<file path="src/rtl/draw_sprites.sv">
// Multi-sprite overlay stage: composites N_SPRITES rotatable, colour-keyed sprites over the background with a fixed 2-cycle latency.
// Optional feature macro: DRAW_SPRITES_COLLISION_EN adds per-frame sticky collision flags.
module draw_sprites #(
  parameter int          N_SPRITES = 2,
  parameter int          WIDTH     = 64,
  parameter int          HEIGHT    = 64,
  parameter int          ADDR_W    = 12,
  parameter logic [11:0] KEY_COLOR = 12'hF0F
) (
  input  logic                          pclk,
  input  logic                          rst,
  input  logic [10:0]                   hcount_in,
  input  logic [10:0]                   vcount_in,
  input  logic                          hsync_in,
  input  logic                          vsync_in,
  input  logic                          hblnk_in,
  input  logic                          vblnk_in,
  input  logic [11:0]                   rgb_in,
  input  logic [11*N_SPRITES-1:0]       xpos,
  input  logic [11*N_SPRITES-1:0]       ypos,
  input  logic [2*N_SPRITES-1:0]        rotation,
  input  logic [N_SPRITES-1:0]          visible,
  output logic [ADDR_W*N_SPRITES-1:0]   pixel_addr,
  input  logic [12*N_SPRITES-1:0]       rgb_pixel,
  output logic [10:0]                   hcount_out,
  output logic [10:0]                   vcount_out,
  output logic                          hsync_out,
  output logic                          vsync_out,
  output logic                          hblnk_out,
  output logic                          vblnk_out,
  output logic [11:0]                   rgb_out
`ifdef DRAW_SPRITES_COLLISION_EN
  ,
  output logic [N_SPRITES-1:0]          collision,
  output logic                          collision_valid
`endif
);

  localparam int CW = $clog2(WIDTH);
  localparam int RW = $clog2(HEIGHT);

  logic                        frame_start;
  logic [11*N_SPRITES-1:0]     sh_xpos, sh_ypos, cur_xpos, cur_ypos;
  logic [2*N_SPRITES-1:0]      sh_rot, cur_rot;
  logic [N_SPRITES-1:0]        sh_vis, cur_vis;
  logic [N_SPRITES-1:0]        hit_c, hit_s1, opaque;
  logic [ADDR_W*N_SPRITES-1:0] addr_c;
  logic [10:0]                 hcount_s1, vcount_s1;
  logic                        hsync_s1, vsync_s1, hblnk_s1, vblnk_s1;
  logic [11:0]                 rgb_s1, pix_c;
  logic [11:0]                 h12, v12;

  // Shadows load at frame start; the hit test of that same pixel already sees the new values.
  assign frame_start = (hcount_in == 11'd0) && (vcount_in == 11'd0);
  assign cur_xpos    = frame_start ? xpos     : sh_xpos;
  assign cur_ypos    = frame_start ? ypos     : sh_ypos;
  assign cur_rot     = frame_start ? rotation : sh_rot;
  assign cur_vis     = frame_start ? visible  : sh_vis;
  assign h12         = {1'b0, hcount_in};
  assign v12         = {1'b0, vcount_in};

  for (genvar i = 0; i < N_SPRITES; i++) begin : g_spr
    logic [11:0]   x12, y12;
    logic [CW-1:0] c, nc, col;
    logic [RW-1:0] r, nr, row;

    assign x12 = {1'b0, cur_xpos[11*i +: 11]};
    assign y12 = {1'b0, cur_ypos[11*i +: 11]};
    assign c   = hcount_in[CW-1:0] - cur_xpos[11*i +: CW];
    assign r   = vcount_in[RW-1:0] - cur_ypos[11*i +: RW];
    assign nc  = ~c;
    assign nr  = ~r;

    // 12-bit compare so sprites past the right/bottom edge clip instead of wrapping.
    assign hit_c[i] = cur_vis[i] &&
                      (h12 >= x12) && (h12 < x12 + 12'(WIDTH)) &&
                      (v12 >= y12) && (v12 < y12 + 12'(HEIGHT));

    always_comb begin
      row = r;
      col = c;
      case (cur_rot[2*i +: 2])
        2'd1: begin row = RW'(nc); col = CW'(r);  end
        2'd2: begin row = nr;      col = nc;      end
        2'd3: begin row = RW'(c);  col = CW'(nr); end
        default: ;
      endcase
    end

    assign addr_c[ADDR_W*i +: ADDR_W] = hit_c[i] ? ADDR_W'({row, col}) : '0;
  end

  always_ff @(posedge pclk) begin
    if (rst) begin
      sh_xpos    <= '0;
      sh_ypos    <= '0;
      sh_rot     <= '0;
      sh_vis     <= '0;
      hit_s1     <= '0;
      pixel_addr <= '0;
      hcount_s1  <= '0;
      vcount_s1  <= '0;
      hsync_s1   <= 1'b0;
      vsync_s1   <= 1'b0;
      hblnk_s1   <= 1'b0;
      vblnk_s1   <= 1'b0;
      rgb_s1     <= '0;
    end else begin
      if (frame_start) begin
        sh_xpos <= xpos;
        sh_ypos <= ypos;
        sh_rot  <= rotation;
        sh_vis  <= visible;
      end
      hit_s1     <= hit_c;
      pixel_addr <= addr_c;
      hcount_s1  <= hcount_in;
      vcount_s1  <= vcount_in;
      hsync_s1   <= hsync_in;
      vsync_s1   <= vsync_in;
      hblnk_s1   <= hblnk_in;
      vblnk_s1   <= vblnk_in;
      rgb_s1     <= rgb_in;
    end
  end

  // Walk from the highest index down so the lowest-index opaque sprite ends up on top.
  always_comb begin
    opaque = '0;
    pix_c  = rgb_s1;
    for (int i = N_SPRITES - 1; i >= 0; i--) begin
      opaque[i] = hit_s1[i] && (rgb_pixel[12*i +: 12] != KEY_COLOR);
      if (opaque[i]) pix_c = rgb_pixel[12*i +: 12];
    end
    if (hblnk_s1 || vblnk_s1) pix_c = 12'h000;
  end

  always_ff @(posedge pclk) begin
    if (rst) begin
      hcount_out <= '0;
      vcount_out <= '0;
      hsync_out  <= 1'b0;
      vsync_out  <= 1'b0;
      hblnk_out  <= 1'b0;
      vblnk_out  <= 1'b0;
      rgb_out    <= '0;
    end else begin
      hcount_out <= hcount_s1;
      vcount_out <= vcount_s1;
      hsync_out  <= hsync_s1;
      vsync_out  <= vsync_s1;
      hblnk_out  <= hblnk_s1;
      vblnk_out  <= vblnk_s1;
      rgb_out    <= pix_c;
    end
  end

`ifdef DRAW_SPRITES_COLLISION_EN
  logic [N_SPRITES-1:0] col_acc, col_hits;

  assign col_hits = (($countones(opaque) > 1) && !(hblnk_s1 || vblnk_s1)) ? opaque : '0;

  // The frame-start pixel already belongs to the new frame, so it seeds the fresh accumulator.
  always_ff @(posedge pclk) begin
    if (rst) begin
      col_acc         <= '0;
      collision       <= '0;
      collision_valid <= 1'b0;
    end else if ((hcount_s1 == 11'd0) && (vcount_s1 == 11'd0)) begin
      collision       <= col_acc;
      col_acc         <= col_hits;
      collision_valid <= 1'b1;
    end else begin
      col_acc         <= col_acc | col_hits;
      collision_valid <= 1'b0;
    end
  end
`endif

endmodule

</file>
<file path="config.mk">
export PLATFORM = sky130hd
export DESIGN_NAME = draw_sprites
export DESIGN_NICKNAME = d
export VERILOG_FILES = /design/src/rtl/draw_sprites.sv
export SDC_FILE = /design/constraint.sdc
export NUM_CORES = 1
export LEC_CHECK = 0
export ABC_AREA = 0
export CAP_MARGIN = 20
export CORE_MARGIN = 1.5
export CORE_UTILIZATION = 51
export CTS_CLUSTER_SIZE = 20
export DETAILED_ROUTE_END_ITERATION = 6
export PLACE_DENSITY = 0.82
export RECOVER_POWER = 100
export SLEW_MARGIN = 20
export SYNTH_ARGS = -nofsm -noshare
export SYNTH_HDL_FRONTEND = slang
export SYNTH_SLANG_ARGS = --single-unit
</file>
<file path="constraint.sdc">
create_clock -name pclk -period 7.4 [get_ports pclk]
set_input_delay 2.22 -clock pclk [delete_from_list [all_inputs] [get_ports pclk]]
set_output_delay 2.22 -clock pclk [all_outputs]
set_load 0.02 [all_outputs]
</file>
# Word-level counts from Yosys, hierarchy flattened
# Cells that the tools add are included.
[word_totals]
ff_bits = 152
latch_bits = 0
ram_bits = 0
romBits = 0
in_bits = 114
output_inout_bits = 62
n_memories = 0
[classes]
add_sub_neg = 8
n_mul = 0
div_mod_pow = 0
magnitude_cmp = 8
eq_ne = 8
shifts = 0
mux = 10
bitwise = 6
n_reduce_logical = 17
[op_table]
columns = ["cell", "count"]
rows = [
  ["one-hot mux 6 bit (3 select lines)", 4],
  ["adder 11 x 7 -> 12 bit, second input constant", 4],
  ["< comparator 11 x 12 -> 1 bit", 4],
  [">= comparator 11 bit", 4],
  ["2-to-1 mux 22 bit", 2],
  ["2-to-1 mux 12 bit", 2],
  ["!= test 12 bit, second input constant", 2],
  ["inverter 6 bit", 4],
  ["subtractor 6 bit", 4],
  ["logical NOT 11 bit", 2],
  ["logical AND 1 bit", 11],
  ["equality test 2 bit, second input constant", 4],
  ["OR reduction 2 bit", 3],
  ["equality test 2 x 1 -> 1 bit, second input constant", 2],
  ["2-to-1 mux 4 bit", 1],
  ["2-to-1 mux 2 bit", 1],
  ["inverter 1 bit", 2],
  ["logical OR 1 bit", 1],
]

# Depth between registers and ports, before layout
[logic_depth]
word_depth = 10
ltp_mapped = 18

# Worst setup path before layout
# No wires, ideal clock.
[synth_path]
path_type = "in2reg"
startpoint = "input port hcount_in[7]"
endpoint = "register pixel_addr[10]"
setup_ps = 117
arrival_time_ps = 6253
required_time_ps = 7283
setup_slack_ps = 1030
path_stages = 15
path_cell_list = "or4_4 nor4_4 buf_6 buf_2 buf_2 mux2i_1 ha_1 nor2b_1 or2_2 a2111oi_0 nor3_1 or4_1 nand4_1 buf_2 nor2_1"
[synth_via]
elab_chain_cells = 10
elab_cells_between_ends = 26
cone_classes = "add/sub: 4; order compare: 4; eq/ne: 3; mux: 5; bitwise: 3; reduce/logical: 7"
[synth_rtl]
columns = ["element", "line_no", "rtl"]
rows = [
  ["from (decl)", "12", "input logic [10:0] hcount_in,"],
  ["logical NOT 11 bit", "54", "assign frame_start = (hcount_in == 11'd0) && (vcount_in == 11'd0);"],
  ["logical AND 1 bit", "54", ""],
  ["2-to-1 mux 22 bit", "n/a", ""],
  ["adder 11 x 7 -> 12 bit / >= comparator 11 bit (equally long branches)", "76", "(h12 >= x12) && (h12 < x12 + 12'(WIDTH)) &&"],
  ["< comparator 11 x 12 -> 1 bit / logical AND 1 bit (equally long branches)", "76, 75", ""],
  ["logical AND 1 bit (2 in series)", "76", ""],
  ["logical AND 1 bit", "77", "(v12 >= y12) && (v12 < y12 + 12'(HEIGHT));"],
  ["inverter 1 bit (no source line)", "n/a", ""],
  ["OR reduction 2 bit (no source line)", "n/a", ""],
  ["to (signal assigned)", "116", "pixel_addr <= addr_c;"],
  ["to (decl)", "23", "output logic [ADDR_W*N_SPRITES-1:0] pixel_addr,"],
]
# Parallel ways exist; a longest one is shown, timed or not.
# A chain may end at the register's enable or synchronous reset.

# Worst setup path in the final report
[layout_path]
startpoint = "input port hcount_in[1]"
endpoint = "register pixel_addr[7]"
[layout_via]
elab_cells_between_ends = 26
cone_classes = "add/sub: 4; order compare: 4; eq/ne: 3; mux: 5; bitwise: 3; reduce/logical: 7"
[layout_rtl]
columns = ["element", "line_no", "rtl"]
rows = [
  ["logical NOT 11 bit *", "54", ""],
  ["logical AND 1 bit *", "54", ""],
  ["2-to-1 mux 22 bit *", "n/a", ""],
  ["via cur_ypos[6]", "43", "logic [11*N_SPRITES-1:0] sh_xpos, sh_ypos, cur_xpos, cur_ypos;"],
  ["adder 11 x 7 -> 12 bit / >= comparator 11 bit (equally long branches)", "77", ""],
  ["< comparator 11 x 12 -> 1 bit / logical AND 1 bit (equally long branches)", "77, 76", ""],
  ["logical AND 1 bit *", "77", ""],
  ["inverter 1 bit (no source line) *", "n/a", ""],
  ["OR reduction 2 bit (no source line) *", "n/a", ""],
]
# The timed path passes the listed nets; every way through them passes the cells marked *.

==> flow_summary.yaml <==
sta:
  setup_ws_ns: 0.827
  rsz0062_at_grt: "false"
  fin_skew_ns: 0.0106
  tightest_slew_ns: 3.12
  finalMaxSlewViolations: 120
  holdWs_ns: 0.429
  max_freq_ghz: 0.152
  relSlewSlack_pct: -108
  hold_violations: 0
  final-setup-viol-count: 0
  fin_crit_ns: 6.57
  finalCritPeriodShare_pct: 88.8
  setup_tns_ns: 0
run:
  cap_violations: 2
power_and_ir_drop:
  internal-power_w: 0.00146
  p_clk_share_pct: 44.2
  combPwrFrac_pct: 12.2
  pwr-share-seq_pct: 43.6
  p_per_area_mw_per_mm2: 191
  leakage_nw: 4.23
  power.switching_w: 0.000472
  switching_share_pct: 24.5
  peakVddDrop_mv: 0.136
synthesis:
  synthCells: 783
  async_flop_share_pct: 0
  synth_edf_count: 0
  yosysMostFrequentCell: "dfxtp_1"
  avgSynthCellArea_um2: 9.74
  ys_top_cells_by_area: "dfxtp_1, ha_1, mux2i_1"
  synth_top_area_share_pct: 39.9
  synth_nets: 965
  ys_ff_latch: 152
  synthTopCellsByCount: "dfxtp_1, nor2_1, mux2i_1"
  yosysWarnings: 0
  synth_seq_area_share_pct: 39.9
  yosys.area.top_type: "dfxtp_1"
  synth_area_mm2: 0.00762
  synthFlopType: "dfxtp_1"
  yosysUniqueCellTypes: 55
cells_and_area:
  fin_util_pct: 69.3
  area.growth.synth_to_final_pct: 32.6
  fin_cells: 1152
  diodes: 0
  fin_nets: 1137
  post_route_cells_drive_above_1_share_pct: 5.48
  nFillCells: 1118
detailed_routing:
  num_vias: 6239
  firstDrtPassIters: 5
  initialDrtViolationCount: 311
  antenna_left: 0
  viasPerCell: 5.42
  met3WireLength_um: 1050
  wire_per_inst_um: 16.4
  wl_met1_um: 8220
  top_layer: "met4"
  wirelength_um: 18900
  drc: 0
  routed-wl-met2_um: 9040
place:
  portBuffers: 175
  dp.cells: 1120
  place_ws_ns: 0.479
  gp_congestion: 0.936
  hpwlAfterDp_um: 14200
global_routing:
  grt_antenna_before_repair: 0
  grtUsageTotal_pct: 24.8
  overflow: 0
  grt_pass1_wl_um: 31000
  grt_pass1_vias: 6244
  grt_max_degree: 73
worst_setup_path:
  required_ns: 7.74
  r2r-end: "pixel_addr[7]"
  r2r-start: "sh_xpos[1]"
  arrival_ns: 6.91
  critical_path_class: "in -> reg"
  r2r_cells: 9
  start_kind: "input pin"
  rrSetupSlack_ns: 4.28
  crit_fanout: 30
  crit_path_end_kind: "flop"
clock_tree:
  root_buffer: "clkbuf_16"
  ctsHtreeMaxLevel: 4
  tritoncts: "built"
  cts-buffers-inserted: 17
  cts_sinks: 152
  cts_resized: 0
  cts_buffer_depth: 2
  clk_latency_ns: 0.43
  hold_buffers: 0
  clkTransAtPathRegs_ns: 0.06
  post-cts-setup-buffer-count: 0
worst_hold_path:
  min_path_cells: 1
  min_from: "vcount_s1[2]"
  hold_path_class: "reg -> reg"
  whs_endpoint: "vcount_out[2]"
status:
  violations: "max-capacitance violations, max-slew violations"
  status: "finished with violations"
die:
  initial_core_util_pct: 52.3
  die_h_um: 125
  die_area_mm2: 0.0157
  io_pins: 176
  std_cell_rows: 44
  fp.coreArea_mm2: 0.0146
  dieWidth_um: 125
==> power by group through the flow <==
stage	clock network, W	logic [W]	registers (W)
after floorplan	0	0.000107	0.000869
after global placement	0	0.000233	0.000859
after detailed placement	0	0.000236	0.000860
after CTS	0.000864	0.000239	0.000841
after global routing	0.000904	0.000257	0.000842
final	0.000854	0.000236	0.000841
==> worst max-delay path, cell delays in order <==
cell           delay, ns
dlygate4sd3_1       0.73
nor4_1              0.40
nand4_1             0.20
nor4_4              0.38
buf_12              0.27
mux2i_1             0.30
inv_1               0.11
ha_1                0.24
xor2_1              0.17
ha_1                0.23
or4_1               0.48
a21oi_1             0.13
o21ai_0             0.11
o311ai_0            0.11
nand4_1             0.57
nor2_1              0.25
==> worst max path at each step <==
stage	startpoint	slack, ns	depth (start not counted)	to
2_1_floorplan	hcount_in[7]	1.03	15	pixel_addr[10]
3_3_place_gp	hcount_in[1]	0.68	16	pixel_addr[5]
3_5_place_dp	hcount_in[1]	0.48	16	pixel_addr[5]
4_1_cts	hcount_in[1]	0.91	16	pixel_addr[5]
5_1_grt	hcount_in[1]	0.45	16	pixel_addr[9]
6_report	hcount_in[1]	0.83	16	pixel_addr[7]
==> layout make-up <==
| class | count | area, µm² | share of cell area [%] |
|---|---|---|---|
| timing repair buffer | 185 | 1840 | 18.2 |
| clock buffer | 19 | 433 | 4.28 |
| inverter | 28 | 105 | 1.04 |
| sequential | 152 | 3040 | 30.1 |
| tap | 184 | 230 | 2.28 |
| multi-input combinational | 571 | 4320 | 42.7 |
| clock inverter | 13 | 145 | 1.44 |
==> state kept, by name, indices dropped and copies added (netlist names), 2 cells and up <==
signal / cells
hcount_s1: 11
sh_rot: 4
hcount_out: 11
rgb_out: 12
sh_vis: 2
sh_xpos: 22
vcount_s1: 11
vcount_out: 11
hit_s1: 2
sh_ypos: 22
rgb_s1: 12
pixel_addr: 24
==> metrics by stage <==
stage                     total power, W  cell area [µm²]
after global placement           0.00109             9550
after CTS                        0.00194            10100
after floorplan                 0.000976             7620
after global routing             0.00200            10100
final                            0.00193            10100
after detailed placement         0.00110             9550
==> layout by cell type, fill, tap and decap left out, types with 11 or more instances in the layout <==
cell type        synthesis  final
dfxtp_1                152    152
clkdlybuf4s50_1          0    111
nor2_1                  86     86
mux2i_1                 76     76
nor2b_1                 72     72
ha_1                    64     64
dlygate4sd3_1            0     63
xnor2_1                 35     35
inv_1                   28     28
a21oi_1                 25     25
o21ai_0                 23     23
xor2_1                  18     18
nand2_1                 17     17
clkbuf_16                0     17
a211oi_1                15     15
nor3_1                  13     15
nand4_1                 11     12
nand3_1                 11     11
==> routing by layer <==
layer,vias to the layer above,global-route usage (%)
met3,44,5.78
met4,0,11.0
met1,2908,30.5
li1,3083,-
met2,204,41.7
met5,-,0
==> kinds of logic after synthesis <==
| logic type | count (synthesis) | synth area share, % |
|---|---|---|
| compound gates | 115 | 10.1 |
| flops | 152 | 39.9 |
| mux | 83 | 11.0 |
| buf+inv | 60 | 3.51 |
| simple gates | 252 | 17.8 |
| fa+ha+maj | 68 | 11.6 |
| xor+xnor | 53 | 6.09 |
Power figures use the tool's default switching activity.
